## src/rtl/vector_line_plotter.sv

```systemverilog
// Bresenham line rasteriser: turns beam segments into a stream of pixel writes.
// Optional macro VLP_CLIP_EN suppresses points outside the H_ACTIVE x V_ACTIVE window.
module vector_line_plotter #(
   parameter int COORD_W  = 10,
   parameter int H_ACTIVE = 640,
   parameter int V_ACTIVE = 480
) (
   input  logic               clk_96MHz,
   input  logic               RESET_n,
   input  logic               seg_valid,
   output logic               seg_ready,
   input  logic [COORD_W-1:0] seg_x0,
   input  logic [COORD_W-1:0] seg_y0,
   input  logic [COORD_W-1:0] seg_x1,
   input  logic [COORD_W-1:0] seg_y1,
   input  logic [3:0]         seg_z,
   input  logic [3:0]         seg_color,
   output logic               pix_valid,
   input  logic               pix_ready,
   output logic [COORD_W-1:0] pix_x,
   output logic [COORD_W-1:0] pix_y,
   output logic [3:0]         pix_z,
   output logic [3:0]         pix_color,
   output logic               busy,
   output logic [15:0]        pix_count
);

   localparam int EW = COORD_W + 2;

   typedef enum logic [1:0] {IDLE, SETUP, DRAW} state_t;

   function automatic logic signed [EW-1:0] abs_diff(input logic [COORD_W-1:0] a,
                                                      input logic [COORD_W-1:0] b);
      abs_diff = (a >= b) ? EW'(a - b) : EW'(b - a);
   endfunction

   function automatic logic is_clipped(input logic [COORD_W-1:0] x,
                                       input logic [COORD_W-1:0] y);
`ifdef VLP_CLIP_EN
      is_clipped = (32'(x) >= H_ACTIVE) || (32'(y) >= V_ACTIVE);
`else
      is_clipped = &{1'b0, x, y};
`endif
   endfunction

   state_t                r_state;
   logic                  r_pix_valid;
   logic [COORD_W-1:0]    r_cx, r_cy;
   logic [3:0]            r_z, r_color;
   logic [15:0]           r_count;

   logic [COORD_W-1:0]    r_x0, r_y0, r_x1, r_y1;
   logic signed [EW-1:0]  r_dx, r_dy, r_err;
   logic                  r_sx, r_sy;

   logic signed [EW:0]    w_e2, w_dx_e, w_dy_e;
   logic                  w_step_x, w_step_y, w_last, w_adv;
   logic signed [EW-1:0]  w_err_next;
   logic [COORD_W-1:0]    w_nx, w_ny;

   // Both step decisions read the pre-update error term.
   assign w_e2       = {r_err, 1'b0};
   assign w_dx_e     = (EW+1)'(r_dx);
   assign w_dy_e     = (EW+1)'(r_dy);
   assign w_step_x   = (w_e2 >= w_dy_e);
   assign w_step_y   = (w_e2 <= w_dx_e);
   assign w_err_next = r_err + (w_step_x ? r_dy : '0) + (w_step_y ? r_dx : '0);
   assign w_nx       = w_step_x ? (r_sx ? r_cx + 1'b1 : r_cx - 1'b1) : r_cx;
   assign w_ny       = w_step_y ? (r_sy ? r_cy + 1'b1 : r_cy - 1'b1) : r_cy;
   assign w_last     = (r_cx == r_x1) && (r_cy == r_y1);
   // A point retires on a pixel handshake, or immediately when it was suppressed.
   assign w_adv      = (r_state == DRAW) && (!r_pix_valid || pix_ready);

   always_ff @(posedge clk_96MHz) begin
      if (!RESET_n) begin
         r_state     <= IDLE;
         r_pix_valid <= 1'b0;
         r_cx        <= '0;
         r_cy        <= '0;
         r_z         <= '0;
         r_color     <= '0;
         r_count     <= '0;
      end else begin
         if (r_pix_valid && pix_ready)
            r_count <= r_count + 1'b1;
         case (r_state)
            IDLE: begin
               if (seg_valid) begin
                  r_z     <= seg_z;
                  r_color <= seg_color;
                  if (seg_z != 4'd0)
                     r_state <= SETUP;
               end
            end
            SETUP: begin
               r_cx        <= r_x0;
               r_cy        <= r_y0;
               r_pix_valid <= !is_clipped(r_x0, r_y0);
               r_state     <= DRAW;
            end
            DRAW: begin
               if (w_adv) begin
                  if (w_last) begin
                     r_pix_valid <= 1'b0;
                     r_state     <= IDLE;
                  end else begin
                     r_cx        <= w_nx;
                     r_cy        <= w_ny;
                     r_pix_valid <= !is_clipped(w_nx, w_ny);
                  end
               end
            end
            default: r_state <= IDLE;
         endcase
      end
   end

   always_ff @(posedge clk_96MHz) begin
      if (r_state == IDLE && seg_valid) begin
         r_x0 <= seg_x0;
         r_y0 <= seg_y0;
         r_x1 <= seg_x1;
         r_y1 <= seg_y1;
      end
      if (r_state == SETUP) begin
         r_dx  <= abs_diff(r_x1, r_x0);
         r_dy  <= -abs_diff(r_y1, r_y0);
         r_sx  <= (r_x1 > r_x0);
         r_sy  <= (r_y1 > r_y0);
         r_err <= abs_diff(r_x1, r_x0) - abs_diff(r_y1, r_y0);
      end else if (w_adv && !w_last) begin
         r_err <= w_err_next;
      end
   end

   assign seg_ready = (r_state == IDLE);
   assign busy      = (r_state != IDLE);
   assign pix_valid = r_pix_valid;
   assign pix_x     = r_cx;
   assign pix_y     = r_cy;
   assign pix_z     = r_z;
   assign pix_color = r_color;
   assign pix_count = r_count;

endmodule

```

## config.mk

```make
export PLATFORM = sky130hd
export DESIGN_NAME = vector_line_plotter
export DESIGN_NICKNAME = d
export VERILOG_FILES = /design/src/rtl/vector_line_plotter.sv
export SDC_FILE = /design/constraint.sdc
export NUM_CORES = 1
export LEC_CHECK = 0
export BUFFER_PORTS_ARGS = -buffer_cell sky130_fd_sc_hd__buf_2
export CORE_MARGIN = 2
export CORE_UTILIZATION = 33
export CTS_CLUSTER_SIZE = 24
export DETAILED_ROUTE_END_ITERATION = 6
export PLACE_DENSITY = 0.58
export SKIP_CTS_REPAIR_TIMING = 1
export SLEW_MARGIN = 20
export SYNTH_ARGS = -nofsm -noshare
export SYNTH_HDL_FRONTEND = slang
export SYNTH_SLANG_ARGS = --single-unit
```

## constraint.sdc

```tcl
create_clock -name clk_96MHz -period 4.3 [get_ports clk_96MHz]
set_input_delay 0.215 -clock clk_96MHz [delete_from_list [all_inputs] [get_ports clk_96MHz]]
set_output_delay 0.215 -clock clk_96MHz [all_outputs]
set_load 0.02 [all_outputs]
```

==> results of run 1 <==
## per-stage QoR
stage,TNS [ns],total power [mW]
global route,-0.891,8.47
CTS,-0.993,7.26
global placement,-0.452,5.79
finish,-0.257,7.84
floorplan,-0.0406,4.31
detailed placement,-0.890,5.88
## cell type report
cell class | count | share of cell area [%]
tap | 378 | 3.77
clock buffer | 19 | 3.62
multi-input combinational | 720 | 46.2
timing repair buffer | 298 | 16.7
clock inverter | 13 | 0.727
sequential | 124 | 25.9
inverter | 103 | 3.08
## worst max-delay path by stage
stage / startpoint / endpoint
3_5_place_dp: r_err[5]$_DFFE_PP_ / r_err[11]$_DFFE_PP_
5_1_grt: r_err[8]$_DFFE_PP_ / r_err[11]$_DFFE_PP_
6_report: r_err[8]$_DFFE_PP_ / r_err[11]$_DFFE_PP_
2_1_floorplan: r_err[1]$_DFFE_PP_ / r_err[11]$_DFFE_PP_
3_3_place_gp: r_dx[6]$_DFFE_PP_ / r_err[11]$_DFFE_PP_
4_1_cts: r_err[5]$_DFFE_PP_ / r_err[11]$_DFFE_PP_
## kinds of logic (layout without fill, tap and decap cells)
| logic type | count (synthesis) | in the layout |
|---|---|---|
| AOI/OAI and AO/OA | 246 | 246 |
| xor gates and xnor gates | 84 | 84 |
| adders and majority gates | 122 | 122 |
| buffers and inverters | 131 | 433 |
| DFF | 124 | 124 |
| muxes | 19 | 19 |
| and+or+nand+nor | 249 | 249 |
## power groups by stage
stage	registers, mW	clock network (mW)	logic, mW
after floorplan	1.71	0	2.60
after global placement	1.68	0	4.11
after detailed placement	1.69	0	4.19
after CTS	1.66	1.37	4.23
after global routing	1.69	1.41	5.36
final	1.68	1.34	4.82
## Yosys cell counts, drive strengths merged, types with 13 or more instances
| cell type | n | area, sq um |
|---|---|---|
| xor2 | 42 | 383 |
| fa | 19 | 380 |
| a21oi | 75 | 375 |
| a21o | 43 | 323 |
| nand3 | 13 | 65.1 |
| o21ai | 44 | 220 |
| clkbuf | 21 | 80.1 |
| xnor2 | 42 | 394 |
| edfxtp | 77 | 2310 |
| ha | 103 | 1290 |
| nand2 | 85 | 322 |
| inv | 102 | 383 |
| dfxtp | 47 | 941 |
| and2 | 15 | 93.8 |
| mux2i | 17 | 174 |
| nor2 | 65 | 244 |
## layer usage
layer | vias up | routed length (microns)
li1 | 4019 | -
met1 | 3805 | 11500
met2 | 153 | 12100
met3 | 40 | 803
met4 | 0 | 573
met5 | - | 0
## flip-flops by register name, summed over array words and instances, names as in the netlist
name       count
pix_color      4
pix_valid      1
r_dx          11
r_x1          10
r_state        2
r_sy           1
r_x0          10
pix_x         10
r_y1          10
r_err         12
pix_z          4
pix_y         10
r_y0          10
pix_count     16
r_dy          12
r_sx           1
## worst reg2reg max path, cell delays in order (launching register included)
cell	delay (ns)
edfxtp_1	0.46
buf_4	0.18
ha_1	0.18
a21o_1	0.18
a31oi_2	0.18
nand2_1	0.11
o31ai_2	0.27
a21oi_2	0.12
and2_4	0.17
fa_1	0.44
ha_2	0.21
inv_2	0.06
fa_2	0.21
nor2b_2	0.05
o21ai_2	0.16
a21boi_2	0.09
o21ai_2	0.16
a21oi_2	0.09
or4_1	0.52
and3_4	0.17
a211oi_2	0.16
nor3b_2	0.07
==> results_dict.tcl, run 1 <==
set metrics [dict create \
    min_from "seg_y1[1]" \
    slowest_stage "or4_1" \
    gr-usage-met3_pct 3.57 \
    clock.fmax_mhz 223 \
    p_int_mw 4.73 \
    sequentialPowerShare_pct 21.4 \
    syn_avg_cell_area_sq_um 9.50 \
    grt_overflow 0 \
    reg2reg_depth 21 \
    design_area_sq_um 12600 \
    via_per_inst 4.84 \
    drc 0 \
    io_buffers 98 \
    io_pins 99 \
    p_per_area_nw_per_um2 624 \
    synth_fa_ha_area_share_pct 18.0 \
    grt_util_met1_pct 21.6 \
    drive_gt1_share_pct 28.9 \
    place_inst 1571 \
    grt_use_met2_pct 28.8 \
    cp_max_fo 5 \
    reg2reg_to "r_err[11]$_DFFE_PP_" \
    dieHeight_microns 172 \
    synth-warning-count 0 \
    busiest_layer "met2" \
    die_area_sq_um 29400 \
    maxCapViolations 0 \
    grt_use_total_pct 17.1 \
    clk_pin_slew_ns 0.06 \
    r2r_setup_slack_ns -0.18 \
    yosysSeqAreaShare_pct 35.1 \
    wirelength_microns 25000 \
    hpwlAfterDp_microns 19600 \
    vias 8017 \
    grt_max_degree 48 \
    hp-class "input pin to register" \
    clockBufferDepth 2 \
    wl_per_cell_microns 15.1 \
    n_antenna_cell 0 \
    synth_ff_type "edfxtp_1" \
    path_class "register to register" \
    start_util_pct 33.4 \
    start_kind "register" \
    hold_viol 0 \
    violations "setup timing" \
    synth_top_family_by_area "adder cells" \
    place_congestion 0.879 \
    fin_worst_hold_slack_ns 0.0216 \
    syn_to_final_growth_pct 35.6 \
    htree_levels 4 \
    cp.required_ns 4.46 \
    cp.arrival_ns 4.64 \
    slew_headroom_pct 41.1 \
    placed_area_sq_um 11200 \
    synth.area.mux_share_pct 2.12 \
    worstSkewPairLatency_ns 0.42 \
    final_common_cell "buf_4" \
    fin_crit_ns 4.48 \
    grt_pass1_vias 7765 \
    hold_end "r_y1[1]$_DFFE_PP_" \
    cts_made_buffers 17 \
    cp-end-kind "register" \
    synthSimpleGateAreaFrac_pct 13.3 \
    ir_drop_v 0.000299 \
    drt_iter0_markers 274 \
    syn_area_sq_um 9260 \
    rr_startpoint "r_err[8]$_DFFE_PP_" \
    critical_path.cell_chain "buf_4, ha_1, a21o_1, a31oi_2, nand2_1, o31ai_2, a21oi_2, and2_4, fa_1, ha_2, inv_2, fa_2, nor2b_2, o21ai_2, a21boi_2, o21ai_2, a21oi_2, or4_1, and3_4, a211oi_2, nor3b_2" \
    fill_cells 2630 \
    cpLargestDelayFamily "compound AO/OA/AOI/OAI gates" \
    finalSetupViolCount 2 \
    synth_xor_area_share_pct 8.39 \
    coreArea_sq_um 27700 \
    postRouteAntennaNets 0 \
    finalNetCount 1438 \
    whs_path_depth 1 \
    p_switching_mw 3.12 \
    stdcell_count 1655 \
    switching_share_pct 39.7 \
    dr.pass1.iters 5 \
    power.share.combinational_pct 61.5 \
    grt_antenna_before_repair 0 \
    yosysUniqueCellTypes 79 \
    crit_path_max_incr_delay_ns 0.52 \
    cts_tree "yes" \
    cp.depth 21 \
    die_w_microns 172 \
    skew_ns 0.00836 \
    syn_inst 975 \
    syn-num-nets 1149 \
    worst_slack_ns -0.177 \
    layout_common_cells "buf_4, buf_2, inv_1" \
    post-route-util_pct 45.3 \
    synth_edf_count 77 \
    synth-seq-cells 124 \
    worst_pin_slew_ns 0.877 \
    place_ws_ns -0.380 \
    ys_async_sr_fraction_pct 0 \
    grt_pass1_wl_microns 39300 \
    post-route-period-util_pct 104 \
    p_clk_share_pct 17.1 \
    row_count 61 \
    status "complete, but fails checks" \
    multiInputGateArea_sq_um 5810 \
    path_buf_inv 2 \
    cts_sinks 124 \
    seq_area_sq_um 3250 \
    root_buffer "clkbuf_16" \
    slew_viol_final 0 \
    synth_compound_area_share_pct 17.5 \
    p_leak_nw 5.93 \
    rsz0062_at_grt "yes" \
]
(Power assumes the default switching activity.)
==> run 2: changes to the inputs <==
--- a/config.mk
+++ b/config.mk
@@ -5,12 +5,14 @@
 export SDC_FILE = /design/constraint.sdc
 export NUM_CORES = 1
 export LEC_CHECK = 0
+export ABC_AREA = 1
 export BUFFER_PORTS_ARGS = -buffer_cell sky130_fd_sc_hd__buf_2
 export CORE_MARGIN = 2
 export CORE_UTILIZATION = 33
+export CTS_BUF_LIST = sky130_fd_sc_hd__clkbuf_4 sky130_fd_sc_hd__clkbuf_8
 export CTS_CLUSTER_SIZE = 24
 export DETAILED_ROUTE_END_ITERATION = 6
-export PLACE_DENSITY = 0.58
+export PLACE_DENSITY = 0.57
 export SKIP_CTS_REPAIR_TIMING = 1
 export SLEW_MARGIN = 20
 export SYNTH_ARGS = -nofsm -noshare
==> run 2 against run 1 <==
Net effect: the run now ends clean; die area increased by 7.8%; non-clock buffer count decreased by 149; register-to-register slack gained 0.59 ns; largest power group unchanged; clock skew up 0.012 ns; wire length increased by 6.5%; clock-buffer cell count decreased by 1; critical endpoint is now r_err[9]$_DFFE_PP_.
==> results_dict.tcl, run 2 <==
set metrics [dict create \
    finalSetupViolCount 0 \
    start_kind "register" \
    drc 0 \
    cts_sinks 124 \
    cp.arrival_ns 4.11 \
    finalNetCount 1653 \
    p_per_area_nw_per_um2 527 \
    yosys.area.top_type "edfxtp_1" \
    p_int_mw 3.36 \
    syn_to_final_growth_pct 17.7 \
    p_leak_nw 5.79 \
    io_pins 99 \
    io_buffers 98 \
    clockBufferDepth 2 \
    reg2reg_to "r_err[9]$_DFFE_PP_" \
    crit_end "r_err[9]$_DFFE_PP_" \
    cts_tree "yes" \
    critical_path.cell_chain "ha_1, nand2_1, nor2_1, inv_1, nor2_1, nand2_1, nand3_1, nand3_4, nand2_1, inv_1, fa_1, ha_1, inv_1, fa_1, nor2_1, nor2_1, nor2_1, o21ai_0, nand2_1, a21oi_1, o21ai_0, nand2_1" \
    grt_max_degree 49 \
    synth-seq-cells 124 \
    fill_cells 3103 \
    root_buffer "clkbuf_8" \
    skew_ns 0.0207 \
    path_buf_inv 3 \
    slowest_stage "fa_1" \
    via_per_inst 4.76 \
    synth-warning-count 0 \
    ys_top_cells_by_count "nand2_1, inv_1, nor2_1" \
    vias 8958 \
    slew_headroom_pct 43.1 \
    synth_top_family_by_area "simple AND/OR/NAND/NOR gates" \
    synth.area.mux_share_pct 0.100 \
    drive_gt1_share_pct 13.1 \
    hp-class "input pin to register" \
    p_switching_mw 2.85 \
    power.share.combinational_pct 56.6 \
    worst_pin_slew_ns 0.853 \
    p_clk_share_pct 16.1 \
    worstSkewPairLatency_ns 0.47 \
    layout_common_cells "nand2_1, inv_1, nor2_1" \
    fin_crit_ns 3.89 \
    synth_edf_count 77 \
    synth_most_common_cell "nand2_1" \
    rr_startpoint "r_err[11]$_DFFE_PP_" \
    grt_pass1_vias 8622 \
    crit_path_max_incr_delay_ns 0.49 \
    cp_max_fo 8 \
    syn_inst 1328 \
    drt_iter0_markers 443 \
    synth_compound_area_share_pct 11.8 \
    synthSimpleGateAreaFrac_pct 24.5 \
    yosysUniqueCellTypes 55 \
    synth_ff_type "edfxtp_1" \
    largest_reg_flops 16 \
    cpLargestDelayFamily "adder cells" \
    n_antenna_cell 0 \
    place_congestion 0.868 \
    post-route-period-util_pct 90.4 \
    syn-num-nets 1502 \
    hold_viol 0 \
    coreArea_sq_um 29700 \
    ys_async_sr_fraction_pct 0 \
    cts_made_buffers 17 \
    maxCapViolations 0 \
    cp.required_ns 4.52 \
    post-route-util_pct 39.6 \
    grt_pass1_wl_microns 43100 \
    grt_antenna_before_repair 0 \
    htree_levels 4 \
    cp.depth 22 \
    final_common_cell "nand2_1" \
    dr.pass1.iters 6 \
    syn_avg_cell_area_sq_um 7.53 \
    clock.fmax_mhz 257 \
    r2r_setup_slack_ns 0.41 \
    wl_per_cell_microns 14.1 \
    grt_overflow 0 \
    syn_area_sq_um 10000 \
    cp-end-kind "register" \
    finalSetupTns_ns 0 \
    row_count 63 \
    start_util_pct 33.7 \
    rsz0062_at_grt "no" \
    ir_drop_v 0.000249 \
    synth_xor_area_share_pct 4.99 \
    yosysSeqAreaShare_pct 32.5 \
    path_class "register to register" \
    slew_viol_final 0 \
    clk_pin_slew_ns 0.08 \
    sequentialPowerShare_pct 27.3 \
    reg2reg_depth 22 \
    whs_path_depth 3 \
    status "complete, no violations" \
    wirelength_microns 26600 \
    synth_area_leaders "edfxtp_1, ha_1, nand2_1" \
    die_w_microns 178 \
    cp-startpoint "r_err[11]$_DFFE_PP_" \
    grt_use_total_pct 17.2 \
    dieHeight_microns 178 \
    hpwlAfterDp_microns 20800 \
    synth_fa_ha_area_share_pct 16.7 \
    postRouteAntennaNets 0 \
    synth_top_area_share_pct 23.1 \
    die_area_sq_um 31700 \
    switching_share_pct 45.9 \
]
-- run 2: changes by cell type in the layout (fill, tap and decap cells not counted), moves of 19 or more --
cell     previous run  this run
a21o_1             43         5
buf_4             161        10
xnor2_1            35        16
o21ai_0            32        74
nand2_1            83       314
nor2_1             62       115
inv_1              97       214
nand3_1            13        61
a21oi_1            66        91
-- run 2: cell type report --
| class | count | area (sq um) | share of cell area (%) |
|---|---|---|---|
| Inverter | 224 | 842 | 7.15 |
| Clock inverter | 14 | 119 | 1.01 |
| Multi-Input combinational cell | 963 | 5860 | 49.7 |
| Tap cell | 390 | 488 | 4.14 |
| Sequential cell | 124 | 3250 | 27.6 |
| Timing Repair Buffer | 149 | 976 | 8.29 |
| Clock buffer | 18 | 241 | 2.05 |
-- run 2: worst min path at each step --
stage | from | to | slack [ns]
after floorplan | seg_x0[0] | r_x0[0]$_DFFE_PP_ | 0.31
after global placement | seg_x1[4] | r_x1[4]$_DFFE_PP_ | 0.39
after detailed placement | seg_y0[0] | r_y0[0]$_DFFE_PP_ | 0.39
after CTS | seg_x1[6] | r_x1[6]$_DFFE_PP_ | -0.11
after global routing | seg_color[2] | pix_color[2]$_SDFFE_PN0P_ | 0.02
final | seg_color[2] | pix_color[2]$_SDFFE_PN0P_ | 0.008
-- run 2: worst min-delay path, stage by stage --
cell     delay, ns
buf_2         0.07
o21ai_0       0.07
nor2_1        0.07
-- run 2: layer usage --
layer	vias to the layer above	wire [microns]	global-route usage, %
li1	4637	-	-
met1	4079	12100	22.1
met2	211	12700	29.0
met3	31	1300	3.67
met4	0	421	5.09
met5	-	0	0
-- run 2: power by group through the flow --
stage	clock [mW]	combinational [mW]	sequential, mW
6_report	1.00	3.51	1.69
5_1_grt	1.08	4.06	1.72
4_1_cts	1.03	3.42	1.70
3_5_place_dp	0	3.39	1.72
3_3_place_gp	0	3.34	1.72
2_1_floorplan	0	2.57	1.70
-- run 2: cell families (layout without fill, tap and decap cells) --
family,count (synthesis),in the layout
simple gates,570,570
buf+inv,241,405
compound gates,213,213
flops,124,124
fa+ha+maj,122,122
xor+xnor,57,57
mux,1,1
-- run 2: metrics by stage --
| stage | setup slack [ns] | hold slack, ns | std cells | instance area, sq um | power (mW) |
|---|---|---|---|---|---|
| 2_1_floorplan | 0.573 | 0.314 | 1328 | 10000 | 4.28 |
| 3_3_place_gp | 0.186 | 0.391 | 1808 | 11000 | 5.06 |
| 3_5_place_dp | 0.0892 | 0.393 | 1808 | 11000 | 5.11 |
| 4_1_cts | 0.0680 | -0.114 | 1840 | 11300 | 6.14 |
| 5_1_grt | 0.0352 | 0.0201 | 1882 | 11800 | 6.86 |
| 6_report | 0.414 | 0.00840 | 1882 | 11800 | 6.20 |
